`config.mk`:
```
export PLATFORM = sky130hd
export DESIGN_NAME = note_lane_engine
export DESIGN_NICKNAME = d
export VERILOG_FILES = /design/src/rtl/note_lane_engine.sv
export SDC_FILE = /design/constraint.sdc
export NUM_CORES = 1
export LEC_CHECK = 0
export BUFFER_PORTS_ARGS = -buffer_cell sky130_fd_sc_hd__buf_2
export CAP_MARGIN = 20
export CORE_AREA = 3 3 212 214
export DETAILED_ROUTE_END_ITERATION = 6
export DIE_AREA = 0 0 215 217
export GPL_TIMING_DRIVEN = 0
export SETUP_SLACK_MARGIN = 0.2
export SLEW_MARGIN = 0
export SYNTH_ARGS = -nofsm -noshare
export SYNTH_HDL_FRONTEND = slang
export SYNTH_SLANG_ARGS = --single-unit
```
`constraint.sdc`:
```
create_clock -name clk -period 5.2 [get_ports clk]
set_input_delay 1.04 -clock clk [delete_from_list [all_inputs] [get_ports clk]]
set_output_delay 1.04 -clock clk [all_outputs]
set_load 0.02 [all_outputs]
```
`src/rtl/note_lane_engine.sv`:
```
// Multi-lane falling-note engine: spawns notes per lane, moves them on a divided
// tick, resolves presses against a strike window and answers pixel queries.
module note_lane_engine #(
  parameter int NUM_LANES  = 4,
  parameter int SLOTS      = 4,
  parameter int TICK_DIV   = 833333,
  parameter int SPEED      = 2,
  parameter int NOTE_W     = 100,
  parameter int NOTE_H     = 20,
  parameter int LANE_X0    = 120,
  parameter int LANE_PITCH = 100,
  parameter int SCREEN_H   = 480,
  parameter int STRIKE_Y   = 440,
  parameter int HIT_WIN    = 16
) (
  input  logic                 clk,
  input  logic                 rst_n,
  input  logic                 start,
  input  logic                 spawn_valid,
  input  logic [2:0]           spawn_lane,
  output logic                 spawn_ready,
  input  logic [NUM_LANES-1:0] hit_req,
  output logic [NUM_LANES-1:0] hit_pulse,
  output logic [NUM_LANES-1:0] bad_press,
  output logic [NUM_LANES-1:0] miss_pulse,
  input  logic [9:0]           h_count,
  input  logic [9:0]           v_count,
  output logic                 note_visible,
  output logic [2:0]           note_lane
);

  localparam int              CNT_W    = $clog2(TICK_DIV);
  localparam logic [CNT_W-1:0] CNT_MAX = CNT_W'(TICK_DIV - 1);
  localparam logic [10:0]     WIN_LO   = 11'(STRIKE_Y - HIT_WIN);
  localparam logic [10:0]     WIN_HI   = 11'(STRIKE_Y + HIT_WIN);
  localparam logic [10:0]     MOVE_LIM = 11'(SCREEN_H + NOTE_H - 1);
  localparam logic [10:0]     SPD_W    = 11'(SPEED);
  localparam logic [10:0]     NH_W     = 11'(NOTE_H);

  logic [CNT_W-1:0]                       cnt_q, cnt_d;
  logic                                   tick;
  logic [NUM_LANES-1:0][SLOTS-1:0]        act_q, act_d;
  logic [NUM_LANES-1:0][SLOTS-1:0][9:0]   y_q, y_d;
  logic [NUM_LANES-1:0]                   hit_q, hit_d;
  logic [NUM_LANES-1:0]                   bad_q, bad_d;
  logic [NUM_LANES-1:0]                   miss_q, miss_d;
  logic                                   spawn_fire;
  logic [SLOTS-1:0]                       hit_sel;
  logic                                   hit_found;
  logic                                   spawn_done;
  logic [10:0]                            bot;

  logic [11:0]                            px, x_lo;
  logic [10:0]                            py, top;

  assign tick = start && (cnt_q == CNT_MAX);

  always_comb begin
    cnt_d = cnt_q;
    if (start) begin
      cnt_d = (cnt_q == CNT_MAX) ? '0 : cnt_q + 1'b1;
    end
  end

  // Readiness looks only at pre-edge occupancy, so a slot freed this cycle waits a cycle.
  always_comb begin
    spawn_ready = 1'b0;
    for (int unsigned l = 0; l < NUM_LANES; l++) begin
      if (3'(l) == spawn_lane) begin
        for (int unsigned s = 0; s < SLOTS; s++) begin
          if (!act_q[l][s]) spawn_ready = start;
        end
      end
    end
  end

  assign spawn_fire = spawn_valid && spawn_ready;

  always_comb begin
    act_d      = act_q;
    y_d        = y_q;
    hit_d      = '0;
    bad_d      = '0;
    miss_d     = '0;
    hit_sel    = '0;
    hit_found  = 1'b0;
    spawn_done = 1'b0;
    bot        = '0;
    for (int unsigned l = 0; l < NUM_LANES; l++) begin
      hit_sel   = '0;
      hit_found = 1'b0;
      if (start && hit_req[l]) begin
        for (int unsigned s = 0; s < SLOTS; s++) begin
          bot = {1'b0, y_q[l][s]} + NH_W;
          if (!hit_found && act_q[l][s] && bot >= WIN_LO && bot <= WIN_HI) begin
            hit_found     = 1'b1;
            hit_sel[s]    = 1'b1;
            act_d[l][s]   = 1'b0;
          end
        end
        hit_d[l] = hit_found;
        bad_d[l] = !hit_found;
      end
      // A slot removed by a hit is excluded from motion, so it can never also miss.
      if (tick) begin
        for (int unsigned s = 0; s < SLOTS; s++) begin
          if (act_q[l][s] && !hit_sel[s]) begin
            if ({1'b0, y_q[l][s]} + SPD_W + NH_W <= MOVE_LIM) begin
              y_d[l][s] = y_q[l][s] + 10'(SPEED);
            end else begin
              act_d[l][s] = 1'b0;
              miss_d[l]   = 1'b1;
            end
          end
        end
      end
      if (spawn_fire && 3'(l) == spawn_lane) begin
        spawn_done = 1'b0;
        for (int unsigned s = 0; s < SLOTS; s++) begin
          if (!spawn_done && !act_q[l][s]) begin
            act_d[l][s] = 1'b1;
            y_d[l][s]   = '0;
            spawn_done  = 1'b1;
          end
        end
      end
    end
  end

  always_ff @(posedge clk or negedge rst_n) begin
    if (!rst_n) begin
      cnt_q  <= '0;
      act_q  <= '0;
      y_q    <= '0;
      hit_q  <= '0;
      bad_q  <= '0;
      miss_q <= '0;
    end else begin
      cnt_q  <= cnt_d;
      act_q  <= act_d;
      y_q    <= y_d;
      hit_q  <= hit_d;
      bad_q  <= bad_d;
      miss_q <= miss_d;
    end
  end

  assign hit_pulse  = hit_q;
  assign bad_press  = bad_q;
  assign miss_pulse = miss_q;

  assign px = {2'b00, h_count};
  assign py = {1'b0, v_count};

  always_comb begin
    note_visible = 1'b0;
    note_lane    = '0;
    x_lo         = '0;
    top          = '0;
    for (int unsigned l = 0; l < NUM_LANES; l++) begin
      x_lo = 12'(LANE_X0 + l * LANE_PITCH);
      for (int unsigned s = 0; s < SLOTS; s++) begin
        top = {1'b0, y_q[l][s]};
        if (!note_visible && act_q[l][s] &&
            px >= x_lo && px < x_lo + 12'(NOTE_W) &&
            py >= top && py < top + NH_W) begin
          note_visible = 1'b1;
          note_lane    = 3'(l);
        end
      end
    end
  end

endmodule

```
==> qor.txt, run 1 <==
Outcome -> finished, final reports clean
Compound-Gate Fraction of Synth Area -> 0.2134
Number of enable flip-flop cells after synthesis -> 0
Critical path's slowest cell -> a2111oi_0
Antenna Nets Post-Route -> 0
GR Overflow Total -> 0
Fin util -> 0.5313
Area leader, netlist -> dfrtp_1
Hpwl dp -> 43290 um
Dpl cells -> 3163
Count of final hold-check violations -> 0
Slew @ Worst Pin -> 972.5 ps
Max Freq -> 206.9 MHz
CTS Root Cell -> clkbuf_16
Crit path kind -> input port to primary output
Final Non-Filler Cells -> 3196
# IOs -> 48
TritonCTS Buffers -> 17
Synth cell types -> 100
Pins over their slew limit -> 0
Routability cong. -> 0.9020
RSZ-0062 raised after global routing -> no
Xor/xnor share of the synthesized area -> 0.07389
Post-CTS Setup Bufs -> 0
YS warnings -> 0
Syn_nets -> 2930
Ys flop type -> dfrtp_1
Vias per cell -> 5.989
Worst vdd ir -> 0.1568 mV
Area of the multi-input gates -> 15300 um2
Antenna violations before repair -> 0
Layout area overhead -> 8.487%
CP Max Fanout -> 19
Vias in the first global route -> 18.97k
Port bufs -> 43
CTS tree -> yes
Row count -> 76
Layout cells sized above 1 -> 0.06434
Die X -> 215 um
Critical path arrival -> 3790 ps
Drt initial violations -> 1522
Clk_lat worst skew -> 500 ps
Routed WL -> 60130 um
Yosys reg bits -> 192
Mux contribution to synthesized area -> 0.01139
CP max stage delay -> 430 ps
Initial core utilization -> 0.4898
Total global routing track utilization -> 0.2600
Crit-path most repeated cell -> buf_2
Worst hold path type -> flop to flop
Synth Cell Area -> 21100 um2
Async set-reset flop share out of synthesis -> 1.000
Leakage -> 0.01009 uW
Avg Synthesized Cell Area -> 8.342 um2
Clock sinks -> 192
First-pass GRT wire length -> 98790 um
Post-synth top area share -> 0.2277
Chip height -> 217 um
Remaining DRCs -> 0
Core Footprint -> 43080 um2
Slew margin rel. -> 0.3457
Register area -> 4806 um2
CTS H-tree lvls -> 4
Top cells by area, synth -> dfrtp_1 (23%), ha_1 (22%), xnor2_1 (5.6%)
Layout fillers -> 4147
Max_cap viols -> 0
Top delay family on crit path -> compound AO/OA/AOI/OAI gates
Adder-cell share of the synthesized area -> 0.2194
Longest Clk Path Bufs -> 2
Leading cell type in the layout, fill and taps excluded -> ha_1
Largest net degree at the start of global routing -> 112
Sequential fraction of the synthesis area -> 0.2277
CP Launch Type -> input port
Required @ worst endpoint -> 4160 ps
Final worst clock skew -> 10.14 ps
Drt pass-1 iters -> 6
Largest family of logic cells by synthesized area -> adder cells
Fin nets -> 3000
Vias -> 19.14k
Die area -> 46660 um2
Routed length per instance -> 18.81 um
Fin crit share -> 0.9293
Pwr dens -> 255.7 nW/um2
Critical path, cell by cell -> buf_2 > buf_12 > ha_1 > a21o_1 > a2111oi_0 > a211o_1 > a2bb2oi_1 > o221ai_1 > nor3_2 > o211ai_1 > buf_2
Crit path buf inv count -> 3
Simple-gate area share of the yosys netlist -> 0.2038
Inserted Diodes -> 0
Most frequent cells in the layout -> ha_1 (370), dfrtp_1 (191), nor2_1 (187), inv_1 (181), a21oi_1 (171)
Final setup violation count -> 0
Clock transition at path regs -> 70 ps
Minimum clock period -> 4832 ps
Capturing element type of the critical path -> primary output
Synth Instances -> 2529
==> flip-flops by register name, summed over array words and instances (netlist names) <==
name	count
act_q	16
miss_pulse	4
top	9
y_q	135
hit_pulse	4
bad_press	4
cnt_q	20
==> path summary, 6_finish.rpt <==
check | from | to | slack [ps] | depth (start not counted)
min reg2reg | y_q[98] | y_q[98] | 490 | 2
min in group asynchronous | rst_n | y_q[64] | 540 | 1
max reg2reg | y_q[42] | y_q[47] | 1660 | 10
max | v_count[5] | note_visible | 370 | 11
min | y_q[98] | y_q[98] | 490 | 2
max in group asynchronous | rst_n | y_q[12] | 3570 | 2
==> final cells by class <==
| class | count | area share |
|---|---|---|
| plain buffers | 78 | 0.01580 |
| clock buffers | 21 | 0.02012 |
| repair buffers | 51 | 0.01503 |
| well taps | 585 | 0.03198 |
| inverters | 186 | 0.03050 |
| clock inverters | 10 | 0.008036 |
| multi-input cells | 2073 | 0.6686 |
| flip-flops and latches | 192 | 0.2100 |
==> power by group <==
part	switching [uW]	leakage (uW)	internal (uW)	total (uW)
clock network	645	0.000309	874	1520
logic	1440	0.00741	968	2400
registers	249	0.00236	1680	1930
==> cells by family (layout without fill, tap and decap cells) <==
family,Yosys count,after routing
AO/OA/AOI/OAI,674,674
XOR/XNOR,174,174
adder cells (fa/ha/maj),370,370
buffers and inverters,264,346
flip-flops,192,192
multiplexers,24,24
other,1,1
AND/OR/NAND/NOR,830,830
==> what timing repair did <==
action	CTS	global route
endpoints found under the setup margin	3	2
pin swaps	0	1
resized for setup	13	12
gates cloned	0	0
hold buffers	0	0
==> tightest hold or removal path: cells and delay by family, from the launching register on <==
family / cells / cell delay [ps]
AND/OR/NAND/NOR: 1 / 50
AO/OA/AOI/OAI: 1 / 50
flip-flops: 1 / 340
==> per-layer routing <==
metal | up-vias | track usage | routed length, um
li1 | 9438 | - | -
met1 | 9150 | 0.3472 | 27880
met2 | 460 | 0.4303 | 27770
met3 | 93 | 0.04021 | 2807
met4 | 0 | 0.09033 | 1668
met5 | - | 0 | 0
==> synthesized netlist by cell type (9+ instances only) <==
cell type	count
o211ai_1	35
a211oi_1	17
nand3_1	102
o21ai_0	147
a21o_1	30
o221ai_1	13
a211o_1	18
nand2b_1	36
o22ai_1	13
and3_1	29
a31oi_1	23
nand2_1	169
a21oi_1	171
and2_1	29
or3_1	50
a2111oi_0	14
clkbuf_1	41
o21a_1	36
o31ai_1	14
mux2i_1	24
buf_2	29
nor2_1	187
xnor2_1	134
o2111ai_1	25
nand4_1	64
ha_1	370
xor2_1	37
or4_1	24
a31o_2	9
nor3_1	50
nor4_1	16
inv_1	181
dfrtp_1	192
nor2b_1	20
==> stage by stage <==
stage / worst slack, ps / cell area [um2] / total power [uW] / hold slack, ps / setup TNS [ps]
floorplan: 1385 / 21100 / 3617 / 448.5 / 0
global placement: -539.7 / 22040 / 4214 / 471.0 / -96680
detailed placement: -390.5 / 22150 / 4300 / 471.1 / -590.5
CTS: 221.7 / 22830 / 5862 / 487.7 / 0
global route: 224.4 / 22890 / 6305 / 528.8 / 0
finish: 367.9 / 22890 / 5853 / 486.4 / 0
Note: power is estimated with default switching activity, not from simulation.
==> run 2, diff against run 1 <==
--- a/config.mk
+++ b/config.mk
@@ -8,9 +8,11 @@
 export BUFFER_PORTS_ARGS = -buffer_cell sky130_fd_sc_hd__buf_2
 export CAP_MARGIN = 20
 export CORE_AREA = 3 3 212 214
+export CTS_CLUSTER_DIAMETER = 100
 export DETAILED_ROUTE_END_ITERATION = 6
 export DIE_AREA = 0 0 215 217
 export GPL_TIMING_DRIVEN = 0
+export PLACE_DENSITY = 0.67
 export SETUP_SLACK_MARGIN = 0.2
 export SLEW_MARGIN = 0
 export SYNTH_ARGS = -nofsm -noshare
==> constraint.sdc (replaced) <==
create_clock -name clk -period 4.3 [get_ports clk]
set_input_delay 0.86 -clock clk [delete_from_list [all_inputs] [get_ports clk]]
set_output_delay 0.86 -clock clk [all_outputs]
set_load 0.02 [all_outputs]
==> qor.txt, run 2 (same netlist as run 1, synthesis figures left out) <==
Vias -> 19.68k (+2.8%)
Layout fillers -> 3961 (-4.5%)
Layout cells sized above 1 -> 0.1122 (+0.04782)
Worst hold path type -> input port to asynchronous set/reset pin
Minimum clock period -> 4275 ps
Die area -> 46660 um2 (unchanged)
Die X -> 215 um (unchanged)
CTS tree -> yes
Setup TNS -> 0 ps (unchanged)
Hpwl dp -> 42940 um (-0.81%)
Core Footprint -> 43080 um2 (unchanged)
Outcome -> finished, final reports clean
Remaining DRCs -> 0 (unchanged)
Chip height -> 217 um (unchanged)
Post-route cell area -> 23580 um2 (+3.0%)
Pwr dens -> 298.0 nW/um2 (+17%)
Vias per cell -> 6.088 (+1.6%)
Pins over their slew limit -> 0 (unchanged)
Capturing element type of the critical path -> primary output
Worst vdd ir -> 0.2997 mV (+91%)
Max reg flops -> 135 (unchanged)
Total global routing track utilization -> 0.2571 (-0.002849)
Antenna Nets Post-Route -> 0 (unchanged)
Antenna violations before repair -> 1 (+1)
Clock transition at path regs -> 70 ps (about the same)
Final worst clock skew -> 14.26 ps (+4.117 ps)
CTS Root Cell -> clkbuf_16
Slew @ Worst Pin -> 1102 ps (+129.2 ps)
Clk_lat worst skew -> 510 ps (about the same)
Largest reg by FF count -> y_q
CP Launch Type -> input port
# IOs -> 48 (unchanged)
First-pass GRT wire length -> 98270 um (-0.53%)
Clock sinks -> 192 (unchanged)
Pre-CTS WS -> -898.6 ps (-508.1 ps)
Drt pass-1 iters -> 5 (-1)
Most frequent cells in the layout -> ha_1 (356), nor2_1 (186), inv_1 (181), nand2_1 (165), dfrtp_1 (162)
Max Freq -> 233.9 MHz
Largest net degree at the start of global routing -> 112 (unchanged)
Area of placed instances -> 22140 um2 (about the same)
Count of final hold-check violations -> 0 (unchanged)
Inserted Diodes -> 0 (unchanged)
Row count -> 76 (unchanged)
Final worst slack -> 24.51 ps (-343.4 ps)
GR Overflow Total -> 0 (unchanged)
Slew margin rel. -> 0.2599 (-0.08578)
Top Registers -> y_q (135), cnt_q (20), act_q (16)
Leading cell type in the layout, fill and taps excluded -> ha_1
Required @ worst endpoint -> 3440 ps (-720 ps)
Port bufs -> 43 (unchanged)
Dpl cells -> 3164 (+0.032%)
Fin crit share -> 0.9943
Initial core utilization -> 0.4898 (unchanged)
Final Non-Filler Cells -> 3233 (+1.2%)
Longest Clk Path Bufs -> 2 (unchanged)
CP Max Fanout -> 32 (+13)
Leakage -> 0.01031 uW (+2.2%)
TritonCTS Buffers -> 17 (unchanged)
Layout area overhead -> 11.76%
Vias in the first global route -> 19.26k (+1.5%)
CTS H-tree lvls -> 4 (unchanged)
RSZ-0062 raised after global routing -> yes
Routed length per instance -> 18.79 um (-0.13%)
Routed WL -> 60740 um (+1.0%)
Max_cap viols -> 0 (unchanged)
Critical path arrival -> 3420 ps (-370 ps)
Final setup violation count -> 0 (unchanged)
Crit path kind -> input port to primary output
Drt initial violations -> 1537 (+0.99%)
Fin nets -> 3037 (+1.2%)
Routability cong. -> 0.8961 (-0.65%)
[run 2: cell type report]
| type | count | area (um2) | share of cell area |
|---|---|---|---|
| inverters | 186 | 699.4 | 0.02966 |
| well taps | 585 | 732.0 | 0.03104 |
| flip-flops and latches | 192 | 4842 | 0.2054 |
| repair buffers | 88 | 644.4 | 0.02733 |
| clock buffers | 22 | 464.2 | 0.01969 |
| multi-input cells | 2073 | 15680 | 0.6651 |
| clock inverters | 9 | 83.83 | 0.003555 |
| plain buffers | 78 | 431.7 | 0.01831 |
[run 2: per-layer routing]
layer,vias up,wire (um),global-route usage
li1,9513,-,-
met1,9525,27080,0.3325
met3,118,3169,0.04482
met5,-,7,0
met2,524,28610,0.4299
met4,2,1871,0.1002
[run 2: worst paths after layout]
kind                            start      endpoint  cells past startpoint  slack, ps
min                             rst_n       y_q[44]                      1        360
max reg2reg                   y_q[42]       y_q[47]                     11        900
max in group asynchronous       rst_n       y_q[13]                      2       2910
min in group clk              y_q[98]       y_q[98]                      2        490
max                        v_count[6]  note_visible                     10         20
min reg2reg                   y_q[98]       y_q[98]                      2        490
[run 2: repair_timing]
action,in CTS,in global routing
setup endpoints to repair,3,3
endpoints found under the hold margin,0,0
hold buffers,0,0
buffers inserted,23,13
gates resized for setup,124,61
pin swaps,19,11
[run 2: power by group]
group,switching (uW),internal [uW]
Sequential,299,2040
Combinational,1820,1260
Clock,784,823
[run 2: critical path, cell delays in order]
cell and delay [ps]:
buf_6 360, ha_1 330, a21o_1 180, a2111oi_1 490
a211o_1 210, a2bb2oi_2 160, o221ai_2 180, nor3_4 300
o211ai_1 130, buf_4 170
[run 2: metrics by stage]
stage | power [uW] | util | hold WS (ps)
6_report | 7027 | 0.5474 | 360.5
5_1_grt | 7546 | 0.5474 | 406.3
4_1_cts | 6970 | 0.5397 | 361.3
3_5_place_dp | 5195 | 0.5140 | 480.2
3_3_place_gp | 5067 | 0.5118 | 468.3
2_1_floorplan | 4375 | - | 448.5
==> run 3, diff against run 2 <==
--- a/config.mk
+++ b/config.mk
@@ -5,14 +5,16 @@
 export SDC_FILE = /design/constraint.sdc
 export NUM_CORES = 1
 export LEC_CHECK = 0
-export BUFFER_PORTS_ARGS = -buffer_cell sky130_fd_sc_hd__buf_2
 export CAP_MARGIN = 20
-export CORE_AREA = 3 3 212 214
+export CELL_PAD_IN_SITES_DETAIL_PLACEMENT = 1
+export CELL_PAD_IN_SITES_GLOBAL_PLACEMENT = 1
+export CORE_AREA = 3 3 219 221
 export CTS_CLUSTER_DIAMETER = 100
 export DETAILED_ROUTE_END_ITERATION = 6
-export DIE_AREA = 0 0 215 217
+export DIE_AREA = 0 0 222 224
+export DONT_BUFFER_PORTS = 1
 export GPL_TIMING_DRIVEN = 0
-export PLACE_DENSITY = 0.67
+export PLACE_DENSITY_LB_ADDON = 0.1
 export SETUP_SLACK_MARGIN = 0.2
 export SLEW_MARGIN = 0
 export SYNTH_ARGS = -nofsm -noshare
==> qor.txt, run 3 (same netlist as run 1, synthesis figures left out) <==
Routed WL -> 69280 um (+14%)
CP max stage delay -> 530 ps (+40 ps)
Vias -> 19.89k (+1.1%)
Crit path kind -> flop to primary output
Clock sinks -> 192 (unchanged)
TritonCTS Buffers -> 17 (unchanged)
Critical path, cell by cell -> ha_2 > buf_6 > o2111ai_4 > xnor2_2 > ha_2 > or4_4 > a21oi_2 > o21ai_2 > a211o_1 > o211ai_1 > nor3_2 > o211ai_1
Routed length per instance -> 21.40 um (+14%)
Vias in the first global route -> 20.87k (+8.4%)
Slew @ Worst Pin -> 1012 ps (-89.92 ps)
Row count -> 79 (+3.9%)
Fin crit share -> 1.019 (+0.02470)
Clk_lat worst skew -> 510 ps (about the same)
Final worst clock skew -> 13.59 ps (-0.6696 ps)
Critical path's slowest cell -> or4_4
Max_cap viols -> 0 (unchanged)
First-pass GRT wire length -> 111000 um (+13%)
Dpl cells -> 3140 (-0.76%)
Pins over their slew limit -> 0 (unchanged)
CTS Root Cell -> clkbuf_16
Core Footprint -> 46360 um2 (+7.6%)
Layout fillers -> 5510 (+39%)
Top Registers -> y_q (135), cnt_q (20), act_q (16)
Max reg flops -> 135 (unchanged)
Minimum clock period -> 4382 ps (+106.2 ps)
GR Overflow Total -> 0 (unchanged)
Slew margin rel. -> 0.3255 (+0.06560)
Most frequent cells in the layout -> ha_1 (353), nor2_1 (184), inv_1 (179), nand2_1 (163), dfrtp_1 (161)
Pre-CTS WS -> -280.4 ps (+618.2 ps)
CP Max Fanout -> 4 (-88%)
Final setup violation count -> 2 (+2)
Worst hold path type -> input port to asynchronous set/reset pin
Routability cong. -> 0.8527 (-4.8%)
CP Launch Type -> flop
Final worst slack -> -81.70 ps (-106.2 ps)
Remaining DRCs -> 0 (unchanged)
Drt pass-1 iters -> 5 (unchanged)
Die area -> 49730 um2 (+6.6%)
Antenna Nets Post-Route -> 0 (unchanged)
Pwr dens -> 304.0 nW/um2 (+2.0%)
Critical path arrival -> 3520 ps (+100 ps)
Leakage -> 0.01027 uW (-0.44%)
Total global routing track utilization -> 0.2743 (+0.01715)
Initial core utilization -> 0.4551 (-0.03467)
CTS tree -> yes
Layout cells sized above 1 -> 0.1194 (+0.007277)
CTS H-tree lvls -> 4 (unchanged)
Final Non-Filler Cells -> 3237 (+0.12%)
Crit path buf inv count -> 1 (-1)
Outcome -> complete, but fails checks
Die X -> 222 um (+3.3%)
Count of final hold-check violations -> 0 (unchanged)
Port bufs -> 0 (-100%)
Chip height -> 224 um (+3.2%)
Failing checks -> negative setup slack
Leading cell type in the layout, fill and taps excluded -> ha_1
CTS Hold Bufs -> 0 (unchanged)
Drt initial violations -> 1064 (-31%)
# IOs -> 48 (unchanged)
Max Freq -> 228.2 MHz (-2.4%)
Worst reg-to-reg setup slack -> 610 ps (-290 ps)
Vias per cell -> 6.145 (+0.93%)
Hpwl dp -> 49280 um (+15%)
Fin nets -> 3017 (-0.66%)
Longest Clk Path Bufs -> 2 (unchanged)
Top delay family on crit path -> compound AO/OA/AOI/OAI gates
Layout area overhead -> 12.40%
Worst vdd ir -> 0.2694 mV (-10%)
Clock transition at path regs -> 90 ps (+20 ps)
RSZ-0062 raised after global routing -> yes
Capturing element type of the critical path -> primary output
Largest reg by FF count -> y_q
Largest net degree at the start of global routing -> 193 (+72%)
Antenna violations before repair -> 1 (unchanged)
Required @ worst endpoint -> 3440 ps (about the same)
==> run 3: cell count changes in the layout (fill, tap and decap cells not counted), moves of 4 or more <==
cell	previous run	this run
ha_2	9	13
buf_2	56	24
clkinv_2	5	1
o21ai_2	6	10
buf_4	52	68
a21oi_1	160	155
clkbuf_1	35	30
inv_6	1	7
==> run 3: final timing paths <==
kind / start / to / depth (start not counted)
setup / recovery: y_q[92] / note_visible / 12
hold / removal: rst_n / y_q[44] / 0
setup reg to reg: y_q[42] / y_q[47] / 12
hold reg to reg: y_q[98] / y_q[98] / 2
max in group asynchronous: rst_n / y_q[12] / 0
min in group clk: y_q[98] / y_q[98] / 2
==> run 3: through the flow <==
step	util	instance area [um2]	TNS, ps	hold WS [ps]	power, uW
after floorplan	-	21100	0	448.5	4375
after global placement	0.4715	21860	-196.5	468.6	4968
after detailed placement	0.4723	21900	-280.4	469.0	5142
after CTS	0.4972	23050	-189.1	8.005	7062
after global routing	0.5115	23710	-259.0	1.803	7742
final	0.5115	23710	-119.4	33.77	7209
==> run 3: what timing repair did <==
action                                  in CTS  in global routing
resized for setup                          112                107
endpoints found under the hold margin        0                  0
endpoints found under the setup margin       3                  3
pin swaps                                   21                 33
buffers inserted                            25                 37
==> run 3: final cells by class <==
cell class,count,area [um2],area share
multi-input cells,2073,15820,0.6672
flip-flops and latches,192,4843,0.2042
clock buffers,17,425.4,0.01794
clock inverters,15,188.9,0.007967
well taps,607,759.5,0.03203
inverters,186,701.9,0.02960
plain buffers,78,450.4,0.01899
repair buffers,68,520.5,0.02195
diodes,1,2.502,0.0001055
==> run 3: worst reg2reg max path, delay by kind of cell, from the launching register on <==
| family | cells | cell delay [ps] |
|---|---|---|
| adders and majority gates | 1 | 310 |
| and+or+nand+nor | 4 | 1390 |
| DFF | 1 | 420 |
| AOI/OAI and AO/OA | 4 | 1100 |
| buffers and inverters | 3 | 400 |
==> run 3: where the power goes <==
group	switching [uW]	total [uW]	leakage, uW	internal, uW
logic	1780	3080	0.00764	1300
clock network	893	1780	0.000303	888
registers	315	2350	0.00232	2040
total	2980	7210	0.0103	4220
==> run 3: metal layers <==
layer / GRT usage / wire length (um)
met1: 0.3458 / 31250
met2: 0.4806 / 34290
met3: 0.04193 / 1882
met4: 0.09288 / 1854
met5: 0 / 0
